[src/rtl/imm_gen_pkg.sv]
// Shared constants for the immediate generator: base opcodes, immediate type codes,
// RVC quadrant/funct3 encodings and the skid-buffer state encoding.
package imm_gen_pkg;

  localparam logic [6:0] OPC_LUI    = 7'b0110111;
  localparam logic [6:0] OPC_AUIPC  = 7'b0010111;
  localparam logic [6:0] OPC_OP_IMM = 7'b0010011;
  localparam logic [6:0] OPC_LOAD   = 7'b0000011;
  localparam logic [6:0] OPC_JALR   = 7'b1100111;
  localparam logic [6:0] OPC_STORE  = 7'b0100011;
  localparam logic [6:0] OPC_BRANCH = 7'b1100011;
  localparam logic [6:0] OPC_JAL    = 7'b1101111;
  localparam logic [6:0] OPC_OP     = 7'b0110011;

  typedef enum logic [2:0] {
    IMM_U       = 3'b000,
    IMM_I       = 3'b001,
    IMM_SHIFT   = 3'b010,
    IMM_S       = 3'b011,
    IMM_B       = 3'b100,
    IMM_J       = 3'b101,
    IMM_NONE    = 3'b110,
    IMM_INVALID = 3'b111
  } imm_type_e;

  localparam logic [1:0] RVC_Q0 = 2'b00;
  localparam logic [1:0] RVC_Q1 = 2'b01;

  localparam logic [2:0] C0_F3_LW   = 3'b010;
  localparam logic [2:0] C0_F3_SW   = 3'b110;
  localparam logic [2:0] C1_F3_ADDI = 3'b000;
  localparam logic [2:0] C1_F3_LI   = 3'b010;
  localparam logic [2:0] C1_F3_LUI  = 3'b011;
  localparam logic [2:0] C1_F3_J    = 3'b101;
  localparam logic [2:0] C1_F3_BEQZ = 3'b110;
  localparam logic [2:0] C1_F3_BNEZ = 3'b111;

  typedef enum logic [1:0] {
    ST_EMPTY = 2'b00,
    ST_ONE   = 2'b01,
    ST_FULL  = 2'b10
  } stage_state_e;

endpackage

[src/rtl/imm_decode.sv]
// Combinational immediate decode: classifies the opcode and builds the extended immediate.
// Optional RVC decode is enabled by defining IMM_GEN_RVC_EN.
module imm_decode
  import imm_gen_pkg::*;
#(
  parameter int unsigned XLEN = 32
) (
  input  logic [31:0]     instr,
  output logic [XLEN-1:0] imm_c,
  output logic [2:0]      imm_type_c,
  output logic            illegal_c
);

  logic [31:0] imm32;
  logic        sext;
  imm_type_e   typ;
  logic [2:0]  funct3;

  assign funct3 = instr[14:12];

  // imm32 holds the 32-bit form; sext selects sign- or zero-extension to XLEN
  always_comb begin
    imm32 = '0;
    sext  = 1'b0;
    typ   = IMM_INVALID;
    if (instr[1:0] == 2'b11) begin
      case (instr[6:0])
        OPC_LUI, OPC_AUIPC: begin
          imm32 = {instr[31:12], 12'b0};
          sext  = 1'b1;
          typ   = IMM_U;
        end
        OPC_OP_IMM: begin
          if (funct3 == 3'b001 || funct3 == 3'b101) begin
            imm32 = (XLEN == 64) ? {26'b0, instr[25:20]} : {27'b0, instr[24:20]};
            typ   = IMM_SHIFT;
          end else begin
            imm32 = {{20{instr[31]}}, instr[31:20]};
            sext  = 1'b1;
            typ   = IMM_I;
          end
        end
        OPC_LOAD, OPC_JALR: begin
          imm32 = {{20{instr[31]}}, instr[31:20]};
          sext  = 1'b1;
          typ   = IMM_I;
        end
        OPC_STORE: begin
          imm32 = {{20{instr[31]}}, instr[31:25], instr[11:7]};
          sext  = 1'b1;
          typ   = IMM_S;
        end
        OPC_BRANCH: begin
          imm32 = {{19{instr[31]}}, instr[31], instr[7], instr[30:25], instr[11:8], 1'b0};
          sext  = 1'b1;
          typ   = IMM_B;
        end
        OPC_JAL: begin
          imm32 = {{11{instr[31]}}, instr[31], instr[19:12], instr[20], instr[30:21], 1'b0};
          sext  = 1'b1;
          typ   = IMM_J;
        end
        OPC_OP: typ = IMM_NONE;
        default: typ = IMM_INVALID;
      endcase
    end else begin
`ifdef IMM_GEN_RVC_EN
      case ({instr[1:0], instr[15:13]})
        {RVC_Q1, C1_F3_ADDI}, {RVC_Q1, C1_F3_LI}: begin
          imm32 = {{26{instr[12]}}, instr[12], instr[6:2]};
          sext  = 1'b1;
          typ   = IMM_I;
        end
        {RVC_Q1, C1_F3_LUI}: begin
          // rd=2 is C.ADDI16SP and rd=0 is reserved; neither is supported here
          if (instr[11:7] != 5'd0 && instr[11:7] != 5'd2) begin
            imm32 = {{14{instr[12]}}, instr[12], instr[6:2], 12'b0};
            sext  = 1'b1;
            typ   = IMM_U;
          end
        end
        {RVC_Q0, C0_F3_LW}: begin
          imm32 = {25'b0, instr[5], instr[12:10], instr[6], 2'b0};
          typ   = IMM_I;
        end
        {RVC_Q0, C0_F3_SW}: begin
          imm32 = {25'b0, instr[5], instr[12:10], instr[6], 2'b0};
          typ   = IMM_S;
        end
        {RVC_Q1, C1_F3_J}: begin
          imm32 = {{20{instr[12]}}, instr[12], instr[8], instr[10:9], instr[6], instr[7],
                   instr[2], instr[11], instr[5:3], 1'b0};
          sext  = 1'b1;
          typ   = IMM_J;
        end
        {RVC_Q1, C1_F3_BEQZ}, {RVC_Q1, C1_F3_BNEZ}: begin
          imm32 = {{23{instr[12]}}, instr[12], instr[6:5], instr[2], instr[11:10],
                   instr[4:3], 1'b0};
          sext  = 1'b1;
          typ   = IMM_B;
        end
        default: typ = IMM_INVALID;
      endcase
`else
      typ = IMM_INVALID;
`endif
    end
  end

  assign imm_c      = sext ? XLEN'($signed(imm32)) : XLEN'(imm32);
  assign imm_type_c = typ;
  assign illegal_c  = (typ == IMM_INVALID);

endmodule

[src/rtl/immediate_gen_stage.sv]
// Pipeline stage wrapping imm_decode in a 2-entry skid buffer with registered in_ready.
// Optional RVC decode is enabled by defining IMM_GEN_RVC_EN.
module immediate_gen_stage
  import imm_gen_pkg::*;
#(
  parameter int unsigned XLEN  = 32,
  parameter int unsigned TAG_W = 32
) (
  input  logic             clk,
  input  logic             reset_n,
  input  logic             flush,
  input  logic             in_valid,
  output logic             in_ready,
  input  logic [31:0]      in_instr,
  input  logic [TAG_W-1:0] in_tag,
  output logic             out_valid,
  input  logic             out_ready,
  output logic [XLEN-1:0]  out_imm,
  output logic [2:0]       out_imm_type,
  output logic             out_illegal,
  output logic [TAG_W-1:0] out_tag
);

  logic [XLEN-1:0]  dec_imm;
  logic [2:0]       dec_type;
  logic             dec_illegal;

  stage_state_e     state;
  logic [XLEN-1:0]  skid_imm;
  logic [2:0]       skid_type;
  logic             skid_illegal;
  logic [TAG_W-1:0] skid_tag;

  imm_decode #(.XLEN(XLEN)) u_decode (
    .instr      (in_instr),
    .imm_c      (dec_imm),
    .imm_type_c (dec_type),
    .illegal_c  (dec_illegal)
  );

  // Main register drives the outputs directly; skid catches one entry under backpressure
  always_ff @(posedge clk) begin
    if (!reset_n || flush) begin
      state        <= ST_EMPTY;
      in_ready     <= 1'b1;
      out_valid    <= 1'b0;
      out_imm      <= '0;
      out_imm_type <= IMM_NONE;
      out_illegal  <= 1'b0;
      out_tag      <= '0;
      skid_imm     <= '0;
      skid_type    <= IMM_NONE;
      skid_illegal <= 1'b0;
      skid_tag     <= '0;
    end else begin
      case (state)
        ST_EMPTY: begin
          if (in_valid) begin
            out_imm      <= dec_imm;
            out_imm_type <= dec_type;
            out_illegal  <= dec_illegal;
            out_tag      <= in_tag;
            out_valid    <= 1'b1;
            state        <= ST_ONE;
          end
        end
        ST_ONE: begin
          if (in_valid && out_ready) begin
            out_imm      <= dec_imm;
            out_imm_type <= dec_type;
            out_illegal  <= dec_illegal;
            out_tag      <= in_tag;
          end else if (in_valid) begin
            skid_imm     <= dec_imm;
            skid_type    <= dec_type;
            skid_illegal <= dec_illegal;
            skid_tag     <= in_tag;
            in_ready     <= 1'b0;
            state        <= ST_FULL;
          end else if (out_ready) begin
            out_valid    <= 1'b0;
            state        <= ST_EMPTY;
          end
        end
        ST_FULL: begin
          if (out_ready) begin
            out_imm      <= skid_imm;
            out_imm_type <= skid_type;
            out_illegal  <= skid_illegal;
            out_tag      <= skid_tag;
            in_ready     <= 1'b1;
            state        <= ST_ONE;
          end
        end
        default: begin
          state     <= ST_EMPTY;
          in_ready  <= 1'b1;
          out_valid <= 1'b0;
        end
      endcase
    end
  end

endmodule

[config.mk]
export PLATFORM = sky130hd
export DESIGN_NAME = immediate_gen_stage
export DESIGN_NICKNAME = d
export VERILOG_FILES = /design/src/rtl/imm_gen_pkg.sv /design/src/rtl/imm_decode.sv /design/src/rtl/immediate_gen_stage.sv
export SDC_FILE = /design/constraint.sdc
export NUM_CORES = 1
export LEC_CHECK = 0
export BUFFER_PORTS_ARGS = -buffer_cell sky130_fd_sc_hd__buf_2
export CORE_ASPECT_RATIO = 0.5
export CORE_MARGIN = 2
export CORE_UTILIZATION = 52
export DETAILED_ROUTE_END_ITERATION = 8
export PLACE_DENSITY = 0.77
export SLEW_MARGIN = 25
export SYNTH_ARGS = -nofsm -noshare
export SYNTH_HDL_FRONTEND = slang
export SYNTH_SLANG_ARGS = --single-unit
export TNS_END_PERCENT = 20
[constraint.sdc]
create_clock -name clk -period 2 [get_ports clk]
set_input_delay 0.4 -clock clk [delete_from_list [all_inputs] [get_ports clk]]
set_output_delay 0.4 -clock clk [all_outputs]
set_load 0.01 [all_outputs]
==> flow_metrics.tcl <==
set metrics [dict create \
    hold_depth 3 \
    grt_usage 0.263 \
    layout_min_cycle_time_ns 1.78 \
    dp_hpwl_um 10600 \
    cts_inserted_buffers 17 \
    pre_cts_slack_ns -0.0278 \
    synth_edf_count 0 \
    wl_um 16400 \
    ys.flop_type "dfxtp_1" \
    wl_per_cell_um 16.0 \
    syn_area_per_cell_um2 8.18 \
    postCtsHoldBufs 0 \
    die_area_mm2 0.0126 \
    synth.ff_latch_count 140 \
    required_ns 2.26 \
    worst_setup_path_start_kind "register" \
    antenna_cells 0 \
    fillers 946 \
    firstDrtPassIters 5 \
    io_pins 139 \
    num_rows 27 \
    ctsLongestPathBuffers 2 \
    p_leak_nw 2.97 \
    r2r_slack_ns 0.22 \
    syn_inst 740 \
    grt_max_degree 81 \
    drc 0 \
    worst_slack_ns 0.219 \
    fin_util 0.680 \
    final_nets 924 \
    r2r-start "state[1]$_SDFFE_PP0P_" \
    root_buffer "clkbuf_16" \
    finalCritPeriodShare 0.891 \
    worst-setup-path-type "reg -> reg" \
    final_hold_viol_count 0 \
    cap_violations 0 \
    end_kind "register" \
    die_width_um 157 \
    grt_overflow_total 0 \
    setup_violations 0 \
    total_power_mw 6.72 \
    path_clk_slew_ns 0.06 \
    r2r_cells 6 \
    powerDensity_mw_per_mm2 883 \
    tns_ns 0 \
    port_buffers 138 \
    viasPerCell 5.80 \
    clkLatencyLatePin_ns 0.41 \
    drtIter0Drc 430 \
    die_y_um 80.3 \
    gp_congestion 0.936 \
    worst_pin_slew_ns 0.904 \
    report.final.slew_viol_count 0 \
    postCtsSetupBuffers 0 \
    grt_pass1_vias 5314 \
    finClkSkew_ns 0.00874 \
    slew_headroom 0.397 \
    async_flop_share 0 \
    yosysSeqAreaShare 0.463 \
    grt_first_pass_wirelength_um 26400 \
    drive_gt1_frac 0.251 \
    ys_types 54 \
    cts_htree_levels 4 \
    critPathArrivalTime_ns 2.04 \
    min_to "skid_tag[24]$_SDFFE_PP0P_" \
    synth_nets 809 \
    fmax_mhz 561 \
    synth_warnings 0 \
    placeableCoreArea_mm2 0.0112 \
    ir_drop_mv 0.509 \
    cts_tree "yes" \
    rsz0062_at_grt "no" \
    crit_path_max_fanout 48 \
    status "finished clean" \
    synthesis.area_mm2 0.00605 \
    min_path_type "in -> reg" \
    min_from "in_tag[24]" \
    synthToLayoutAreaGrowth_pct 25.7 \
    num_vias 5957 \
    antenna_found_initial 0 \
    start_util 0.541 \
    antenna_left 0 \
    r2r_end "skid_imm[9]$_SDFFE_PP0P_" \
    clkSinkCount 140 \
    holdWs_ns 0.240 \
]
cell usage in the layout, fill, tap and decap left out, types with 6 or more instances in the layout:
cell type  synthesis  final
buf_2             18    138
a22oi_1           12     12
and4b_1            7      7
a221oi_1          19     19
dfxtp_1          140    140
buf_4              1     20
clkbuf_16          0     17
nor2_1            46     46
a311oi_1          34     34
buf_12             0      6
o21ai_0           52     52
a21oi_1           88     88
nand3_1           19     19
o32ai_1            6      6
nand2_1          159    158
o221ai_1           8      8
o211ai_1          16     16
per-stage QoR:
step                area (um2)  cells
floorplan                 6050    740
global placement          6980    995
detailed placement        6980    995
CTS                       7600   1027
global route              7610   1027
finish                    7610   1027
how the worst max path moves through the flow:
stage                                startpoint  slack [ns]                         to
after detailed placement            in_instr[4]       -0.03   skid_imm[9]$_SDFFE_PP0P_
after floorplan                     in_instr[6]        0.44   out_imm[31]$_SDFFE_PP0P_
after CTS                 state[1]$_SDFFE_PP0P_        0.13  skid_imm[14]$_SDFFE_PP0P_
after global placement              in_instr[2]        0.06   skid_imm[7]$_SDFFE_PP0P_
final                     state[1]$_SDFFE_PP0P_        0.22   skid_imm[9]$_SDFFE_PP0P_
after global routing      state[0]$_SDFFE_PP0P_        0.07   skid_imm[4]$_SDFFE_PP0P_
flip-flops by register name, summed over array words and instances, names as in the netlist:
signal	flops
out_imm_type	3
skid_imm	32
skid_tag	32
skid_type	3
out_tag	32
skid_illegal	1
out_illegal	1
state	2
out_imm	32
out_valid	1
in_ready	1
synthesized netlist by cell type (2+ instances only):
| cell | n | area share |
|---|---|---|
| nand2b_1 | 6 | 0.0062 |
| mux2i_1 | 2 | 0.0033 |
| o21ai_1 | 4 | 0.0033 |
| a221oi_1 | 19 | 0.027 |
| o21ai_0 | 52 | 0.043 |
| and4b_1 | 7 | 0.012 |
| nor4_1 | 2 | 0.0021 |
| a211o_1 | 2 | 0.0029 |
| buf_2 | 18 | 0.015 |
| nand3_1 | 19 | 0.016 |
| o32ai_1 | 6 | 0.0087 |
| nor2b_1 | 6 | 0.0062 |
| and3b_1 | 3 | 0.0043 |
| a31oi_1 | 4 | 0.0041 |
| a211oi_1 | 3 | 0.0037 |
| o221ai_1 | 8 | 0.012 |
| nand4b_1 | 3 | 0.0043 |
| nor2_1 | 46 | 0.029 |
| nand3b_1 | 3 | 0.0037 |
| a21oi_1 | 88 | 0.073 |
| nand2_1 | 159 | 0.099 |
| clkbuf_1 | 46 | 0.029 |
| a311oi_1 | 34 | 0.049 |
| mux2_2 | 2 | 0.0037 |
| buf_1 | 3 | 0.0019 |
| o211ai_1 | 16 | 0.020 |
| dfxtp_1 | 140 | 0.46 |
| a22oi_1 | 12 | 0.015 |
| o22ai_1 | 2 | 0.0021 |
cells by family (layout without fill, tap and decap cells):
family,Yosys count,count (layout),share of synthesized area
buffers and inverters,68,196,0.0465
AND/OR/NAND/NOR,266,266,0.198
AO/OA/AOI/OAI,262,262,0.286
flip-flops,140,140,0.463
multiplexers,4,4,0.00703
area by class of cell:
type | instances | area, um2 | area share
multi-input combinational | 532 | 3020 | 0.397
sequential | 140 | 2800 | 0.368
timing repair buffer | 164 | 961 | 0.126
clock buffer | 22 | 484 | 0.0637
tap | 159 | 199 | 0.0262
clock inverter | 10 | 138 | 0.0181
worst max-delay path, stage by stage, from the launching register on:
cell and delay (ns):
dfxtp_1 0.43, buf_4 0.23, nor4bb_4 0.35, buf_12 0.26, nor2_1 0.14, nand2_1 0.11
o21ai_0 0.07
timing repair:
| item | in CTS | in global routing |
|---|---|---|
| setup endpoints to repair | 0 | 9 |
| resized for setup | 0 | 2 |
| hold endpoints to repair | 0 | 0 |
power breakdown:
part | leakage (nW) | internal, mW | switching, mW
sequential | 1.13 | 2.84 | 0.0303
clock | 0.302 | 2.09 | 1.19
combinational | 1.53 | 0.216 | 0.347
total | 2.97 | 5.15 | 1.56
routing by layer:
layer / routed length [um] / track usage
met1: 7440 / 0.356
met2: 7600 / 0.414
met3: 1070 / 0.0567
met4: 281 / 0.105
met5: 0 / 0
(Power assumes the default switching activity.)
